[config.mk]
export PLATFORM = sky130hd
export DESIGN_NAME = imem_fetch_ctrl_flat
export DESIGN_NICKNAME = d
export VERILOG_FILES = /design/src/rtl/imem_fetch_ctrl_pkg.sv /design/src/rtl/imem_fetch_ctrl_if.sv /design/src/rtl/imem_fetch_ctrl_fifo.sv /design/src/rtl/imem_fetch_ctrl.sv /design/src/flat_wrapper.sv
export SDC_FILE = /design/constraint.sdc
export NUM_CORES = 1
export LEC_CHECK = 0
export ABC_CLOCK_PERIOD_IN_PS = 6600
export BUFFER_PORTS_ARGS = -buffer_cell sky130_fd_sc_hd__buf_4
export CAP_MARGIN = 20
export CORE_MARGIN = 2
export CORE_UTILIZATION = 40
export CTS_CLUSTER_DIAMETER = 80
export DETAILED_ROUTE_END_ITERATION = 7
export PLACE_DENSITY = 0.6
export REMOVE_ABC_BUFFERS = 1
export SLEW_MARGIN = 40
export SYNTH_ARGS = -nofsm -noshare
export SYNTH_HDL_FRONTEND = slang
export SYNTH_SLANG_ARGS = --single-unit
[constraint.sdc]
create_clock -name clk -period 6.6 [get_ports clk]
set_input_delay 0.33 -clock clk [delete_from_list [all_inputs] [get_ports clk]]
set_output_delay 0.33 -clock clk [all_outputs]
set_load 0.1 [all_outputs]
[src/rtl/imem_fetch_ctrl_pkg.sv]
// Shared types and constants for the instruction-fetch sequencer.
package fetch_pkg;

  typedef enum logic [1:0] {
    IDLE,
    RUN,
    HALT
  } fetch_state_e;

  localparam logic [31:0] PC_STEP          = 32'd4;
  localparam logic [31:0] DEFAULT_RESET_PC = 32'h0000_0000;

  typedef struct packed {
    logic [31:0] pc;
    logic [31:0] instr;
  } fetch_entry_t;

endpackage

[src/rtl/imem_fetch_ctrl_if.sv]
// Fetch-to-decode handshake: {pc, instruction} with valid/ready.
interface imem_fetch_ctrl_if;
  logic        valid;
  logic        ready;
  logic [31:0] data;
  logic [31:0] pc;

  modport master (output valid, output data, output pc, input ready);
  modport slave  (input valid, input data, input pc, output ready);
endinterface

[src/rtl/imem_fetch_ctrl_fifo.sv]
// Small skid FIFO of fetch entries; flush dominates push and pop.
module fetch_fifo
  import fetch_pkg::*;
#(
  parameter int unsigned DEPTH = 2
) (
  input  logic         clk,
  input  logic         rst,
  input  logic         push,
  input  logic         pop,
  input  logic         flush,
  input  fetch_entry_t wdata,
  output fetch_entry_t rdata,
  output logic         full,
  output logic         empty
);

  localparam int unsigned AW = $clog2(DEPTH);
  localparam int unsigned CW = AW + 1;

  fetch_entry_t    mem [DEPTH];
  logic [AW-1:0]   wr_ptr;
  logic [AW-1:0]   rd_ptr;
  logic [CW-1:0]   count;
  logic            do_push;
  logic            do_pop;

  assign full    = (count == CW'(DEPTH));
  assign empty   = (count == '0);
  assign do_pop  = pop && !empty;
  // A full FIFO still accepts a push when the head leaves in the same cycle.
  assign do_push = push && (!full || do_pop);
  assign rdata   = mem[rd_ptr];

  always_ff @(posedge clk or posedge rst) begin
    if (rst) begin
      wr_ptr <= '0;
      rd_ptr <= '0;
      count  <= '0;
      for (int unsigned i = 0; i < DEPTH; i++) mem[i] <= '0;
    end else if (flush) begin
      wr_ptr <= '0;
      rd_ptr <= '0;
      count  <= '0;
    end else begin
      if (do_push) begin
        mem[wr_ptr] <= wdata;
        wr_ptr      <= wr_ptr + 1'b1;
      end
      if (do_pop) rd_ptr <= rd_ptr + 1'b1;
      case ({do_push, do_pop})
        2'b10:   count <= count + 1'b1;
        2'b01:   count <= count - 1'b1;
        default: count <= count;
      endcase
    end
  end

endmodule

[src/rtl/imem_fetch_ctrl.sv]
// Instruction-fetch sequencer: owns the fetch PC, buffers fetched words and
// hands {pc, instruction} to decode; absorbs redirects and halt requests.
module imem_fetch_ctrl
  import fetch_pkg::*;
#(
  parameter logic [31:0] RESET_PC = DEFAULT_RESET_PC,
  parameter int unsigned DEPTH    = 2
) (
  input  logic                      clk,
  input  logic                      rst,
  output logic [31:0]               mem_addr,
  input  logic [31:0]               mem_rdata,
  input  logic                      redirect_valid,
  input  logic [31:0]               redirect_pc,
  input  logic                      halt,
  imem_fetch_ctrl_if.master         inst,
  output logic                      halted
);

  fetch_state_e state_q, state_d;
  logic [31:0]  pc_q, pc_d;
  logic         push, pop, flush;
  logic         full, empty;
  fetch_entry_t head;

  always_ff @(posedge clk or posedge rst) begin
    if (rst) begin
      state_q <= IDLE;
      pc_q    <= RESET_PC;
    end else begin
      state_q <= state_d;
      pc_q    <= pc_d;
    end
  end

  always_comb begin
    state_d = state_q;
    pc_d    = pc_q;
    flush   = 1'b0;
    push    = 1'b0;
    pop     = !empty && inst.ready;

    case (state_q)
      IDLE:    state_d = halt ? HALT : RUN;
      RUN:     if (halt)  state_d = HALT;
      HALT:    if (!halt) state_d = RUN;
      default: state_d = IDLE;
    endcase

    // Redirect wins over everything but leaves the state untouched.
    if (redirect_valid && state_q != IDLE) begin
      flush   = 1'b1;
      pop     = 1'b0;
      state_d = state_q;
      pc_d    = redirect_pc & ~32'h3;
    end else if (state_q == RUN && !halt && (!full || pop)) begin
      push = 1'b1;
      pc_d = pc_q + PC_STEP;
    end
  end

  fetch_fifo #(.DEPTH(DEPTH)) u_fifo (
    .clk   (clk),
    .rst   (rst),
    .push  (push),
    .pop   (pop),
    .flush (flush),
    .wdata ('{pc: pc_q, instr: mem_rdata}),
    .rdata (head),
    .full  (full),
    .empty (empty)
  );

  assign mem_addr   = pc_q;
  assign inst.valid = !empty;
  assign inst.data  = head.instr;
  assign inst.pc    = head.pc;
  assign halted     = (state_q == HALT) && empty;

endmodule

[src/flat_wrapper.sv]
// flat-port wrapper written by rule: the top's interface ports become plain ports
module imem_fetch_ctrl_flat import fetch_pkg::*;
#(
  parameter logic [31:0] RESET_PC = DEFAULT_RESET_PC,
  parameter int unsigned DEPTH    = 2
)
  (clk, rst, mem_addr, mem_rdata, redirect_valid, redirect_pc, halt, halted, inst_valid, inst_data, inst_pc, inst_ready);
  imem_fetch_ctrl_if inst_i ();
  input  logic clk;
  input  logic rst;
  output logic [31:0] mem_addr;
  input  logic [31:0] mem_rdata;
  input  logic redirect_valid;
  input  logic [31:0] redirect_pc;
  input  logic halt;
  output logic halted;
  output wire logic [$bits(inst_i.valid)-1:0] inst_valid;
  output wire logic [$bits(inst_i.data)-1:0] inst_data;
  output wire logic [$bits(inst_i.pc)-1:0] inst_pc;
  input wire logic [$bits(inst_i.ready)-1:0] inst_ready;
  assign inst_valid = inst_i.valid;
  assign inst_data = inst_i.data;
  assign inst_pc = inst_i.pc;
  assign inst_i.ready = inst_ready;
  imem_fetch_ctrl #(.RESET_PC(RESET_PC), .DEPTH(DEPTH)) u_core (.clk(clk), .rst(rst), .mem_addr(mem_addr), .mem_rdata(mem_rdata), .redirect_valid(redirect_valid), .redirect_pc(redirect_pc), .halt(halt), .inst(inst_i), .halted(halted));
endmodule
### Word-level counts from Yosys, hierarchy flattened

Cells that the tools add are included.

* input port bits: 69
* word-level logic and storage cells: 72
* output and inout bits: 98
* flip-flop bits (word level): 166

* order comparisons: 3
* reductions and logical operators: 22
* bitwise gates (word level): 4
* equality and inequality tests: 7
* $add $sub $neg: 5
* multiplexer cells: 22

Operator list (number)
* 64-bit two-way mux: 4
* 128-bit bitwise mux: 1
* 64-bit demux with 1-bit select: 1
* 32-bit two-way mux: 2
* 32-bit by 3-bit adder with 32-bit output, second input constant: 1
* 1-bit logical AND: 8
* 1-bit two-way mux: 8
* 2-bit two-way mux: 4
* 2-bit nonzero test: 4
* 2-bit equality test, second input constant: 3
* 2-bit case mux with 3 select lines: 1
* 2-bit by 1-bit equality test with 1-bit output, second input constant: 2
* 2-bit greater-or-equal comparator, second input constant: 2
* 2-bit logical NOT: 2
* 2-bit != test, second input constant: 2
* 1-bit inverter with 2-bit output: 2
* 2-bit case mux with 2 select lines: 1
* 1-bit logical NOT: 3
* 3-bit AND reduction: 1
* 3-bit nonzero test: 1
* 1-bit adder, second input constant: 2
* 2-bit by 1-bit adder with 2-bit output, second input constant: 1
* 1-bit logical OR: 2
* 2-bit by 1-bit < comparator with 1-bit output, second input constant: 1
* other kinds (3): 4

### Logic depth before layout (Yosys ltp)

* word-level depth: 11
* mapped depth: 8
* mapped depth without buffers: 7

### By module

Synthesis repeated with hierarchy kept, for this count alone.

* cells, all modules: 614
* area, all modules: 8026.4 um^2

By module, submodules not included
* fetch_fifo: sequential area each 3303.2 um^2, cells each 366, area each 5918.2 um^2, instances 1
* imem_fetch_ctrl: sequential area each 800.8 um^2, cells each 248, area each 2108.3 um^2, instances 1

### Least setup slack after synthesis

Ideal clock, no wire load.

* path type: reg-to-output
* from: register u_core.u_fifo.count[0]
* to: output port halted
* required time: 6.270 ns
* cell stages (with the launch flop): 3
* data arrival time: 3.236 ns
* setup slack: 3.034 ns
* path through: dfrtp_1 -> or2_2 -> nor3b_1

* cells in the longest elaborated chain, start to end: 2

Ends and longest elaborated chain
* start, declared: line imem_fetch_ctrl_fifo.sv:24 `logic [CW-1:0] count;`
* start signal, assigned: line imem_fetch_ctrl_fifo.sv:52 `2'b10: count <= count + 1'b1;`
* start signal, assigned: line imem_fetch_ctrl_fifo.sv:53 `2'b01: count <= count - 1'b1;`
* start signal, assigned: line imem_fetch_ctrl_fifo.sv:54 `default: count <= count;`
* 2-bit logical NOT: line imem_fetch_ctrl_fifo.sv:29 `assign empty = (count == '0);`
* 1-bit logical AND: line imem_fetch_ctrl.sv:78 `assign halted = (state_q == HALT) && empty;`
* end, declared: line flat_wrapper.sv:16 `output logic halted;`

Every way passes these cells.

### Final worst setup path

* from: register u_core.state_q[1]
* to: register u_core.u_fifo.mem[92] (netlist bit)

* cells in the longest elaborated chain, start to end: 7
* elaborated cells between the ends (all ways): 14
* those cells by class: eq/ne (1); mux (4); bitwise (1); reduce/logical (8)

Ends and longest elaborated chain
* start, declared: line imem_fetch_ctrl.sv:20 `fetch_state_e state_q, state_d;`
* start signal, assigned: line imem_fetch_ctrl.sv:31 `state_q <= state_d;`
* 2-bit by 1-bit equality test with 1-bit output / 2-bit nonzero test (equally long branches): line imem_fetch_ctrl.sv:56, imem_fetch_ctrl.sv:51
* 1-bit logical AND, on equally long branches: line imem_fetch_ctrl.sv:56, imem_fetch_ctrl.sv:51
* 1-bit logical AND / 1-bit two-way mux (equally long branches): line imem_fetch_ctrl.sv:56, imem_fetch_ctrl.sv:51
* 1-bit two-way mux / 1-bit logical AND (equally long branches): line imem_fetch_ctrl.sv:56, imem_fetch_ctrl_fifo.sv:30
* 1-bit two-way mux / 1-bit logical OR (equally long branches): line imem_fetch_ctrl.sv:51, imem_fetch_ctrl_fifo.sv:32
* 1-bit logical AND: line imem_fetch_ctrl_fifo.sv:32 `assign do_push = push && (!full || do_pop);`
* 2-bit AND reduction (no source line) (*)
* end signal, assigned by index: line imem_fetch_ctrl_fifo.sv:47 `mem[wr_ptr] <= wdata;`
* end, declared: line imem_fetch_ctrl_fifo.sv:21 `fetch_entry_t mem [DEPTH];`

Mark *: on every way between the ends. The rest lies on a longest branch, timed or not.
A chain may end at the register's enable or synchronous reset.

==> results.sh <==
export IMPL_drive_gt1_frac=0.513
export IMPL_tightest_slew_ns=0.644
export IMPL_gr_total_overflow=0
export IMPL_clk_latency_ns=0.41
export IMPL_required_ns=6.89
export IMPL_num_vias=4910
export IMPL_die_w_um=140
export IMPL_yosys_warnings=0
export IMPL_async_reset_ff_frac=1.00
export IMPL_cts_tree="yes"
export IMPL_grt_start_max_net_pins=93
export IMPL_rows=49
export IMPL_cp_max_fo=33
export IMPL_setup_worst_path_end="u_core.u_fifo.mem[92]"
export IMPL_start_util=0.409
export IMPL_ioPinCount=167
export IMPL_clock_fmax_mhz=319
export IMPL_crit_type="reg -> reg"
export IMPL_synth_top_cell_by_area="dfrtp_1"
export IMPL_drc=0
export IMPL_synth_area_leaders="dfrtp_1 (54%), mux2_2 (25%), mux2_1 (3.7%)"
export IMPL_drv_cap=0
export IMPL_syn_area_sq_um=7350
export IMPL_synth_cells=557
export IMPL_yosys_area_share_simple=0.0763
export IMPL_io_buffer_count=160
export IMPL_pre_cts_slack_ns=3.46
export IMPL_cts_sinks=160
export IMPL_crit_start="u_core.state_q[1]"
export IMPL_vias_per_cell=5.14
export IMPL_die_height_um=140
export IMPL_synth_top_family_by_area="multiplexers"
export IMPL_synthFlopType="dfrtp_1"
export IMPL_syn_area_per_cell_sq_um=13.2
export IMPL_end_kind="flip-flop"
export IMPL_drt_iter0_drc=117
export IMPL_synth_seq_cells=160
export IMPL_cts_buffer_depth=2
export IMPL_die_area_sq_um=19500
export IMPL_final_hold_viol_count=0
export IMPL_wl_mm=16.5
export IMPL_r2r_slack_ns=3.47
export IMPL_setup_slack_ns=3.47
export IMPL_cts_buffers=17
export IMPL_cts_max_level=4
export IMPL_tns_ns=0
export IMPL_synth_mux_area_frac=0.286
export IMPL_setup_violations=0
export IMPL_postCtsResizedCells=0
export IMPL_fin_crit_sh=0.474
export IMPL_track_usage=0.177
export IMPL_synth_xor_area_frac=0.0334
export IMPL_hold_path_class="in -> async"
export IMPL_rr_startpoint="u_core.state_q[1]"
export IMPL_synth_cell_types=37
export IMPL_num_nets_final=785
export IMPL_synth_fa_ha_area_frac=0.00341
export IMPL_cts_root_buffer="clkbuf_16"
export IMPL_synth_edf_count=0
export IMPL_post_route_min_period_ns=3.13
export IMPL_grt_antenna_before_repair=0
export IMPL_rsz0062_at_grt="no"
export IMPL_grt_pass1_wl_mm=27.4
export IMPL_post_cts_setup_buffers=0
export IMPL_r2r_end="u_core.u_fifo.mem[92]"
export IMPL_rr_worst_depth=8
export IMPL_seq_area_frac_synth=0.545
export IMPL_wl_per_cell_um=17.3
export IMPL_most_common_layout_cells="buf_4 (164), mux2_2 (162), dfrtp_1 (159)"
export IMPL_grt_pass1_vias=5219
export IMPL_clkTransAtPathRegs_ns=0.06
export IMPL_ctsHoldBuffers=0
export IMPL_cp_start_kind="flip-flop"
export IMPL_core_area_sq_um=18000
export IMPL_skew_ns=0.00930
export IMPL_syn_to_final_growth_pct=29.3
export IMPL_dp_hpwl_mm=11.2
export IMPL_drv_slew=0
export IMPL_synth_compound_area_frac=0.0296
export IMPL_relSlewSlack=0.571
export IMPL_status="finished, final reports clean"
export IMPL_drtAntennaViolNets=0
export IMPL_synth_top_area_frac=0.545
export IMPL_cp_arrival_ns=3.42
export IMPL_place_gp_congestion=0.747
export IMPL_layout_cells_most_common="buf_4"
export IMPL_insertedDiodeCount=0
export IMPL_dr_pass1_iters=4
-- Yosys cell counts, drive strengths merged, types with 2 or more instances --
cell type and instances:
mux2 186, dfrtp 160, nand2 34, o21ai 29, buf 24, xor2 24
nand4 18, nor2 13, clkbuf 11, nand3 11, a21oi 6, and3 5
and4 5, or3 4, xnor2 4, a31oi 3, and2 2, ha 2
nor3 2, nor3b 2, nor4 2, o21a 2
-- per-stage QoR --
step           std cells  instance area (sq um)  hold WS (ns)   util
2_1_floorplan        525                   7180         0.437      -
3_3_place_gp         919                   8730         0.463  0.486
3_5_place_dp         924                   8830         0.473  0.492
4_1_cts              956                   9500        0.0996  0.529
5_1_grt              956                   9500        0.0721  0.529
6_report             956                   9500        0.0293  0.529
-- sequential cells by signal, indices dropped and copies added, names as in the netlist --
signal and count:
u_core.mem_addr 30, u_core.state_q 2, u_core.u_fifo.count 2, u_core.u_fifo.mem 124
u_core.u_fifo.rd_ptr 1, u_core.u_fifo.wr_ptr 1
-- worst max-delay path: stages, from the launching register on --
cell and delay, ns:
dfrtp_1 0.44, nand2b_1 0.23, nor3_4 0.40, buf_6 0.23, nand2_1 0.12, nor2_4 0.45, buf_8 0.26, buf_4 0.46
mux2_2 0.39
-- routing by layer --
layer,global-route usage,wire [um],share of wire
met5,0,0,0
met3,0.0382,754,0.046
met2,0.281,7860,0.48
met1,0.244,7640,0.46
met4,0.0590,242,0.015
-- worst min path at each step --
| stage | endpoint | slack [ns] |
|---|---|---|
| floorplan | u_core.state_q[0] | 0.44 |
| global placement | u_core.u_fifo.mem[83] | 0.46 |
| detailed placement | u_core.u_fifo.mem[71] | 0.47 |
| CTS | u_core.mem_addr[6] | 0.1 |
| global route | u_core.u_fifo.mem[64] | 0.07 |
| finish | u_core.u_fifo.mem[64] | 0.03 |
-- kinds of logic (layout without fill, tap and decap cells) --
family,count (synthesis),after routing
adders and majority gates,2,2
other,1,4
and+or+nand+nor,102,102
DFF,160,160
buffers and inverters,36,203
muxes,187,187
xor gates and xnor gates,28,28
AOI/OAI and AO/OA,41,41
-- area by class of cell --
cell class / count / area [sq um]
clock buffer: 20 / 457
fill: 1574 / 8470
clock inverter: 12 / 205
inverter: 1 / 11.3
tap: 229 / 287
multi-input combinational: 364 / 3190
sequential: 160 / 4010
timing repair buffer: 170 / 1340
Power is not shown: default switching activity piles up to over one toggle a cycle in this logic, so the estimate is an artifact.
